`src/rtl/rst_sequencer.sv`:
```
// Staged per-domain reset release once PLL lock has been seen stable; any abort re-asserts all domains.
// All outputs registered; pll_lock_i crosses into wb_clk_i through a 2-flop synchroniser.
module rst_sequencer #(
  parameter int NUM_DOMAINS        = 4,
  parameter int STAGE_CYCLES       = 16,
  parameter int LOCK_STABLE_CYCLES = 64,
  parameter int MIN_ASSERT_CYCLES  = 8,
  parameter int CNT_W              = 8
) (
  input  logic                   wb_clk_i,
  input  logic                   async_rst_i,
  input  logic                   pll_lock_i,
  input  logic                   soft_rst_req_i,
  input  logic                   dbg_rst_hold_i,
  output logic [NUM_DOMAINS-1:0] rst_o,
  output logic                   all_released_o,
  output logic [2:0]             state_o,
  output logic [7:0]             lock_loss_cnt_o
);

  localparam int IDX_W = (NUM_DOMAINS > 1) ? $clog2(NUM_DOMAINS) : 1;
  localparam logic [CNT_W-1:0] CNT_ONE     = CNT_W'(1);
  localparam logic [CNT_W-1:0] ASSERT_LAST = CNT_W'(MIN_ASSERT_CYCLES - 1);
  localparam logic [CNT_W-1:0] STABLE_LAST = CNT_W'(LOCK_STABLE_CYCLES - 1);
  localparam logic [CNT_W-1:0] STAGE_LAST  = CNT_W'(STAGE_CYCLES - 1);
  localparam logic [IDX_W-1:0] IDX_ONE     = IDX_W'(1);
  localparam logic [IDX_W-1:0] IDX_LAST    = IDX_W'(NUM_DOMAINS - 1);

  typedef enum logic [2:0] {
    S_ASSERT    = 3'd0,
    S_WAIT_LOCK = 3'd1,
    S_STABLE    = 3'd2,
    S_RELEASE   = 3'd3,
    S_RUN       = 3'd4
  } state_t;

  state_t           state;
  logic             lock_meta;
  logic             lock_s;
  logic [CNT_W-1:0] cnt;
  logic [IDX_W-1:0] idx;
  logic             lock_lost;
  logic             abort;

  always_ff @(posedge wb_clk_i or posedge async_rst_i) begin
    if (async_rst_i) begin
      lock_meta <= 1'b0;
      lock_s    <= 1'b0;
    end else begin
      lock_meta <= pll_lock_i;
      lock_s    <= lock_meta;
    end
  end

  // Lock loss only counts once the sequencer has started releasing domains.
  assign lock_lost = ((state == S_RELEASE) || (state == S_RUN)) && !lock_s;
  assign abort     = (state != S_ASSERT) && (soft_rst_req_i || dbg_rst_hold_i || lock_lost);

  always_ff @(posedge wb_clk_i or posedge async_rst_i) begin
    if (async_rst_i) begin
      state           <= S_ASSERT;
      cnt             <= '0;
      idx             <= '0;
      rst_o           <= '1;
      all_released_o  <= 1'b0;
      lock_loss_cnt_o <= 8'd0;
    end else begin
      if (lock_lost && (lock_loss_cnt_o != 8'hFF)) begin
        lock_loss_cnt_o <= lock_loss_cnt_o + 8'd1;
      end

      if (abort) begin
        state          <= S_ASSERT;
        cnt            <= '0;
        idx            <= '0;
        rst_o          <= '1;
        all_released_o <= 1'b0;
      end else begin
        case (state)
          S_ASSERT: begin
            rst_o <= '1;
            if (soft_rst_req_i) begin
              cnt <= '0;
            end else if ((cnt == ASSERT_LAST) && !dbg_rst_hold_i) begin
              state <= S_WAIT_LOCK;
              cnt   <= '0;
            end else if (cnt != ASSERT_LAST) begin
              cnt <= cnt + CNT_ONE;
            end
          end
          S_WAIT_LOCK: begin
            rst_o <= '1;
            if (lock_s) begin
              state <= S_STABLE;
              cnt   <= '0;
            end
          end
          S_STABLE: begin
            if (!lock_s) begin
              state <= S_WAIT_LOCK;
            end else if (cnt == STABLE_LAST) begin
              state <= S_RELEASE;
              cnt   <= '0;
              idx   <= '0;
            end else begin
              cnt <= cnt + CNT_ONE;
            end
          end
          S_RELEASE: begin
            if (cnt == STAGE_LAST) begin
              rst_o[idx] <= 1'b0;
              cnt        <= '0;
              idx        <= idx + IDX_ONE;
              // The final domain's release and RUN entry land on the same edge.
              if (idx == IDX_LAST) begin
                state          <= S_RUN;
                all_released_o <= 1'b1;
              end
            end else begin
              cnt <= cnt + CNT_ONE;
            end
          end
          S_RUN: begin
            rst_o          <= '0;
            all_released_o <= 1'b1;
          end
          default: begin
            state <= S_ASSERT;
            cnt   <= '0;
            idx   <= '0;
            rst_o <= '1;
          end
        endcase
      end
    end
  end

  assign state_o = state;

endmodule

```
`config.mk`:
```
export PLATFORM = sky130hd
export DESIGN_NAME = rst_sequencer
export DESIGN_NICKNAME = d
export VERILOG_FILES = /design/src/rtl/rst_sequencer.sv
export SDC_FILE = /design/constraint.sdc
export NUM_CORES = 1
export LEC_CHECK = 0
export CORE_UTILIZATION = 40
export CTS_CLUSTER_SIZE = 10
export DETAILED_ROUTE_END_ITERATION = 10
export GPL_TIMING_DRIVEN = 0
export PLACE_DENSITY = 0.63
export SYNTH_ARGS = -nofsm -noshare
export SYNTH_HDL_FRONTEND = slang
export SYNTH_SLANG_ARGS = --single-unit
```
`constraint.sdc`:
```
create_clock -name wb_clk_i -period 2.85 [get_ports wb_clk_i]
set_input_delay 0.4275 -clock wb_clk_i [delete_from_list [all_inputs] [get_ports wb_clk_i]]
set_output_delay 0.4275 -clock wb_clk_i [all_outputs]
set_load 0.005 [all_outputs]
```
==> results of run 1 <==
## report_power, final
group / total, mW / leakage, nW / switching (mW) / internal, mW
sequential: 0.484 / 0.368 / 0.0465 / 0.438
clock: 0.221 / 0.0228 / 0.121 / 0.100
combinational: 0.374 / 0.413 / 0.196 / 0.178
## worst max-delay path, cell delays in order
cell             delay, ns
clkdlybuf4s50_1       0.49
or2_2                 0.36
a21o_2                0.23
a21oi_1               0.18
a21boi_4              0.32
or4b_1                0.45
o21ai_1               0.08
## per-layer routing
metal  wire length (um)  vias to the layer above  part of all wire [%]  track usage (%)
met3                120                        4                   3.5             2.57
li1                   -                      674                     -                -
met1               1620                      658                    47             22.2
met5                  0                        -                     0                0
met2               1680                       31                    49             29.8
met4                 40                        0                   1.2             7.18
## sequential cells by signal, summed over array words and instances, names as in the netlist
name,count
idx,2
lock_loss_cnt_o,8
cnt,8
all_released_o,1
rst_o,4
lock_meta,1
lock_s,1
state_o,3
## kinds of logic (layout without fill, tap and decap cells)
group / count (synthesis) / in the layout / synth area share [%]
compound gates: 45 / 45 / 20.6
xor+xnor: 7 / 7 / 3.69
fa+ha+maj: 6 / 6 / 4.52
buf+inv: 14 / 38 / 4.14
flops: 28 / 28 / 42.5
mux: 4 / 4 / 2.64
simple gates: 68 / 68 / 21.9
## cell usage in the layout, fill, tap and decap left out, types with 2 or more instances in the layout
| master | count |
|---|---|
| dfrtp_1 | 24 |
| clkdlybuf4s50_1 | 20 |
| nand2_1 | 17 |
| nor2_1 | 15 |
| o21ai_0 | 13 |
| a21oi_1 | 9 |
| inv_1 | 8 |
| nand4_1 | 7 |
| xnor2_1 | 6 |
| ha_1 | 6 |
| nand3_1 | 5 |
| clkbuf_1 | 4 |
| dfstp_2 | 4 |
| nor3_1 | 3 |
| nor2b_1 | 3 |
| mux2_2 | 3 |
| nand2b_1 | 3 |
| a22oi_1 | 3 |
| o31ai_1 | 3 |
| clkbuf_8 | 3 |
| buf_6 | 2 |
| o21ai_1 | 2 |
| a21o_1 | 2 |
| and2_1 | 2 |
| and3_1 | 2 |
| a32oi_1 | 2 |
## cell type report
class | instances | area [um2] | area share (%)
flip-flops and latches | 28 | 706 | 35.8
inverters | 8 | 30.0 | 1.52
repair buffers | 20 | 200 | 10.2
clock buffers | 4 | 45.0 | 2.29
well taps | 50 | 62.6 | 3.18
plain buffers | 6 | 38.8 | 1.97
multi-input cells | 130 | 887 | 45.0
## per-stage QoR
| stage | hold WS [ns] | total power [mW] |
|---|---|---|
| 6_report | 0.358 | 1.08 |
| 5_1_grt | 0.370 | 1.16 |
| 4_1_cts | 0.361 | 1.09 |
| 3_5_place_dp | 0.338 | 0.864 |
| 3_3_place_gp | 0.338 | 0.857 |
| 2_1_floorplan | 0.331 | 0.739 |
## worst max-delay path by stage
stage                    from      to  slack, ns
3_3_place_gp   dbg_rst_hold_i  cnt[7]       0.28
2_1_floorplan          cnt[0]  cnt[5]       0.75
3_5_place_dp   dbg_rst_hold_i  cnt[7]       0.23
6_report       dbg_rst_hold_i  cnt[7]       0.52
5_1_grt                cnt[0]  cnt[5]       0.36
4_1_cts        dbg_rst_hold_i  cnt[7]       0.52
==> impl_metrics.ini, run 1 <==
[timing]
finalSetupViolations = 0
finalSetupTns_ns = 0
hold_viol = 0
timing.final.ws_setup_ns = 0.518
period_needed_ns = 2.33
tightest_slew_ns = 1.05
period_share_pct = 81.8
fmax_ghz = 0.429
rsz0062_at_grt = no
skew_ns = 0.00719
slew_viol_final = 0
maxSlewHeadroom_pct = 29.8

[worst_hold_path]
worstHoldEndpoint = lock_s
hold-path-cell-count = 0
hp-class = reg -> reg
hp-start = lock_meta

[run_status]
status = completed

[floorplan]
die_h_um = 66.5
start_util_pct = 41.5
rows = 23
io_pins = 21
dieArea_um2 = 4420
coreArea_um2 = 4000
die_x_um = 66.5

[power]
p_leak_nw = 0.803
p_per_area_nw_per_um2 = 548
peakVddDrop_mv = 0.279

[synth]
async_flop_share_pct = 100
synth_edf_count = 0
synth_most_common_cell = dfrtp_1
syn_area_um2 = 1660
postSynthAreaPerCell_um2 = 9.66
ys_seq_elements = 28
ys_top_cells_by_area = dfrtp_1, dfstp_2, ha_1
synth.top_cells.by_count = dfrtp_1, nand2_1, nor2_1
synthDistinctLibCells = 49
syn_nets = 183
yosysWarningCount = 0
synth_top_area_share_pct = 36.1
yosysSeqAreaShare_pct = 42.5
synth_cells = 172
synth.largest_area_cell = dfrtp_1
dominantRegCellSynth = dfrtp_1

[critical_path]
r2r-start = cnt[0]
r2r_slack_ns = 0.61
crit_required_ns = 3.06
crit_type = in -> reg
r2r_cells = 7
r2r-end = cnt[5]
worst_setup_path_end_kind = flip-flop
arrival_ns = 2.54
startpoint_type = primary input
path_max_fanout = 9

[clock_network]
ctsHoldBuffers = 0
cts_resized = 0
cts_tree = built
path_clk_slew_ns = 0.10
clock-sinks = 28
cts_buffers = 3
root_buffer = clkbuf_8
postCtsSetupBuffers = 0
h-tree-depth = 1
clock_latency_ns = 0.27
cts_buffer_depth = 2

[route]
dr.pass1.iters = 4
ant_nets = 0
vias = 1367
vias_per_cell = 5.56
initialDrtViolationCount = 76
wl_per_cell_um = 14.0
finalWirelength_um = 3450
drcViolationCount = 0

[finish]
nFillCells = 372
synthToLayoutAreaGrowth_pct = 18.5
nets = 208
instances_no_fill = 246
layout-drive-gt1-share_pct = 11.7
antennaDiodeCount = 0
post-route-util_pct = 49.2
final_area_um2 = 1970

[job]
drv_cap = 0

[global_route]
antenna_found_initial = 0
overflow = 0
grt_pass1_wl_um = 5850
grt_pass1_vias = 1302
grt_max_degree = 29
grtUsageTotal_pct = 17.6

[placement]
post_dp_cell_area_um2 = 1920
dp.cells = 242
io_buffers = 20
dp_hpwl_um = 2550
dp_slack_ns = 0.229
gp_congestion = 0.833
Power figures use the tool's default switching activity.
==> inputs of run 2 (changes only) <==
==> constraint.sdc (replaced) <==
create_clock -name wb_clk_i -period 2.24 [get_ports wb_clk_i]
set_input_delay 0.336 -clock wb_clk_i [delete_from_list [all_inputs] [get_ports wb_clk_i]]
set_output_delay 0.336 -clock wb_clk_i [all_outputs]
set_load 0.005 [all_outputs]
==> impl_metrics.ini, run 2 (synthesis results as in run 1) <==
[finish]
layout-drive-gt1-share_pct = 18.3
nets = 209
final_common_cell = dfrtp_1
final_area_um2 = 2070
final_cell_mix = dfrtp_1, clkdlybuf4s50_1, nand2_1
post-route-util_pct = 51.7
synthToLayoutAreaGrowth_pct = 24.5
top_regs = cnt: 8 flops, lock_loss_cnt_o: 8 flops, rst_o: 4 flops
antennaDiodeCount = 0

[timing]
rsz0062_at_grt = yes
fmax_ghz = 0.455
slew_viol_final = 0
tightest_slew_ns = 1.05
finalSetupViolations = 0
skew_ns = 0.00365
period_share_pct = 98.2
period_needed_ns = 2.20
timing.final.ws_setup_ns = 0.0402
hold_viol = 0
maxSlewHeadroom_pct = 30.0

[clock_network]
clock_latency_ns = 0.27
clock-sinks = 28
ctsHoldBuffers = 0
cts_buffer_depth = 2
path_clk_slew_ns = 0.09
root_buffer = clkbuf_8
cts_tree = built
h-tree-depth = 1
cts_buffers = 3

[floorplan]
dieArea_um2 = 4420
die_h_um = 66.5
coreArea_um2 = 4000
die_x_um = 66.5
start_util_pct = 41.5
io_pins = 21
rows = 23

[power]
comb_power_share_pct = 37.5
p_per_area_nw_per_um2 = 693
p_int_mw = 0.940
power_frac_clock_pct = 19.5
peakVddDrop_mv = 0.350
swShare_pct = 34.5
power.total_mw = 1.43
p_leak_nw = 0.830
power_frac_seq_pct = 43.0
p_sw_mw = 0.495

[job]
drv_cap = 0

[worst_hold_path]
worstHoldEndpoint = lock_s
hold-path-cell-count = 0
hp-start = lock_meta
hp-class = reg -> reg

[route]
vias_per_cell = 5.57
drcViolationCount = 0
dr.pass1.iters = 4
vias = 1376
initialDrtViolationCount = 91
finalWirelength_um = 3600
wl_per_cell_um = 14.6
ant_nets = 0

[global_route]
grt_pass1_wl_um = 5860
grtUsageTotal_pct = 17.6
antenna_found_initial = 0
grt_pass1_vias = 1286
overflow = 0
grt_max_degree = 29

[critical_path]
startpoint_type = primary input
arrival_ns = 2.40
r2r_slack_ns = 0.08
r2r_cells = 6
r2r-start = state_o[0]
crit_type = in -> reg
worst_setup_path_end_kind = flip-flop
crit_required_ns = 2.45
r2r-end = cnt[7]
path_max_fanout = 8

[placement]
io_buffers = 20
dp_slack_ns = -0.290
post_dp_cell_area_um2 = 1920
gp_congestion = 0.833
dp_hpwl_um = 2550

[run_status]
status = completed
==> run 2: area by class of cell <==
type,count,area (um2)
fillers,363,1930
multi-input cells,130,976
flip-flops and latches,28,706
repair buffers,21,210
well taps,50,62.6
clock buffers,4,45.0
plain buffers,6,40.0
inverters,8,30.0
==> run 2: worst max path at each step <==
stage               slack, ns  endpoint  cells after the start            from
global placement        -0.24    cnt[7]                      7  dbg_rst_hold_i
CTS                     0.002    cnt[2]                      7          cnt[0]
finish                   0.04    cnt[7]                      7  soft_rst_req_i
detailed placement      -0.29    cnt[7]                      7  dbg_rst_hold_i
floorplan                0.14    cnt[5]                      6          cnt[0]
global route            -0.02    cnt[2]                      7          cnt[0]
==> run 2: metal layers <==
| layer | part of all wire (%) | global-route usage, % | vias up |
|---|---|---|---|
| met2 | 50 | 30.0 | 31 |
| met3 | 3.6 | 2.57 | 6 |
| met1 | 45 | 22.3 | 666 |
| met5 | 0 | 0 | - |
| met4 | 1.6 | 7.18 | 0 |
| li1 | - | - | 673 |
==> run 2: power groups by stage <==
stage                     Clock (mW)  Combinational [mW]  Sequential (mW)
after floorplan                    0               0.323            0.617
after CTS                      0.294               0.481            0.616
final                          0.279               0.538            0.617
after global routing           0.311               0.597            0.627
after detailed placement           0               0.473            0.626
after global placement             0               0.467            0.623
==> run 2: stage by stage <==
stage / std cells / TNS, ns / hold slack, ns
detailed placement: 242 / -1.14 / 0.338
global route: 247 / -0.0334 / 0.370
global placement: 242 / -0.779 / 0.338
floorplan: 172 / 0 / 0.331
finish: 247 / 0 / 0.357
CTS: 246 / 0 / 0.361
==> run 2: critical path: stages <==
cell and delay, ns:
clkdlybuf4s50_1 0.50, or2_2 0.34, a21o_2 0.24, a21oi_2 0.16
a21boi_4 0.29, or4b_1 0.45, o21ai_1 0.08
==> run 2: what timing repair did <==
action                     4_1_cts  5_1_grt
setup endpoints to repair        2       18
pin swaps                        0        7
buffers inserted                 0        1
resized for setup                2       19
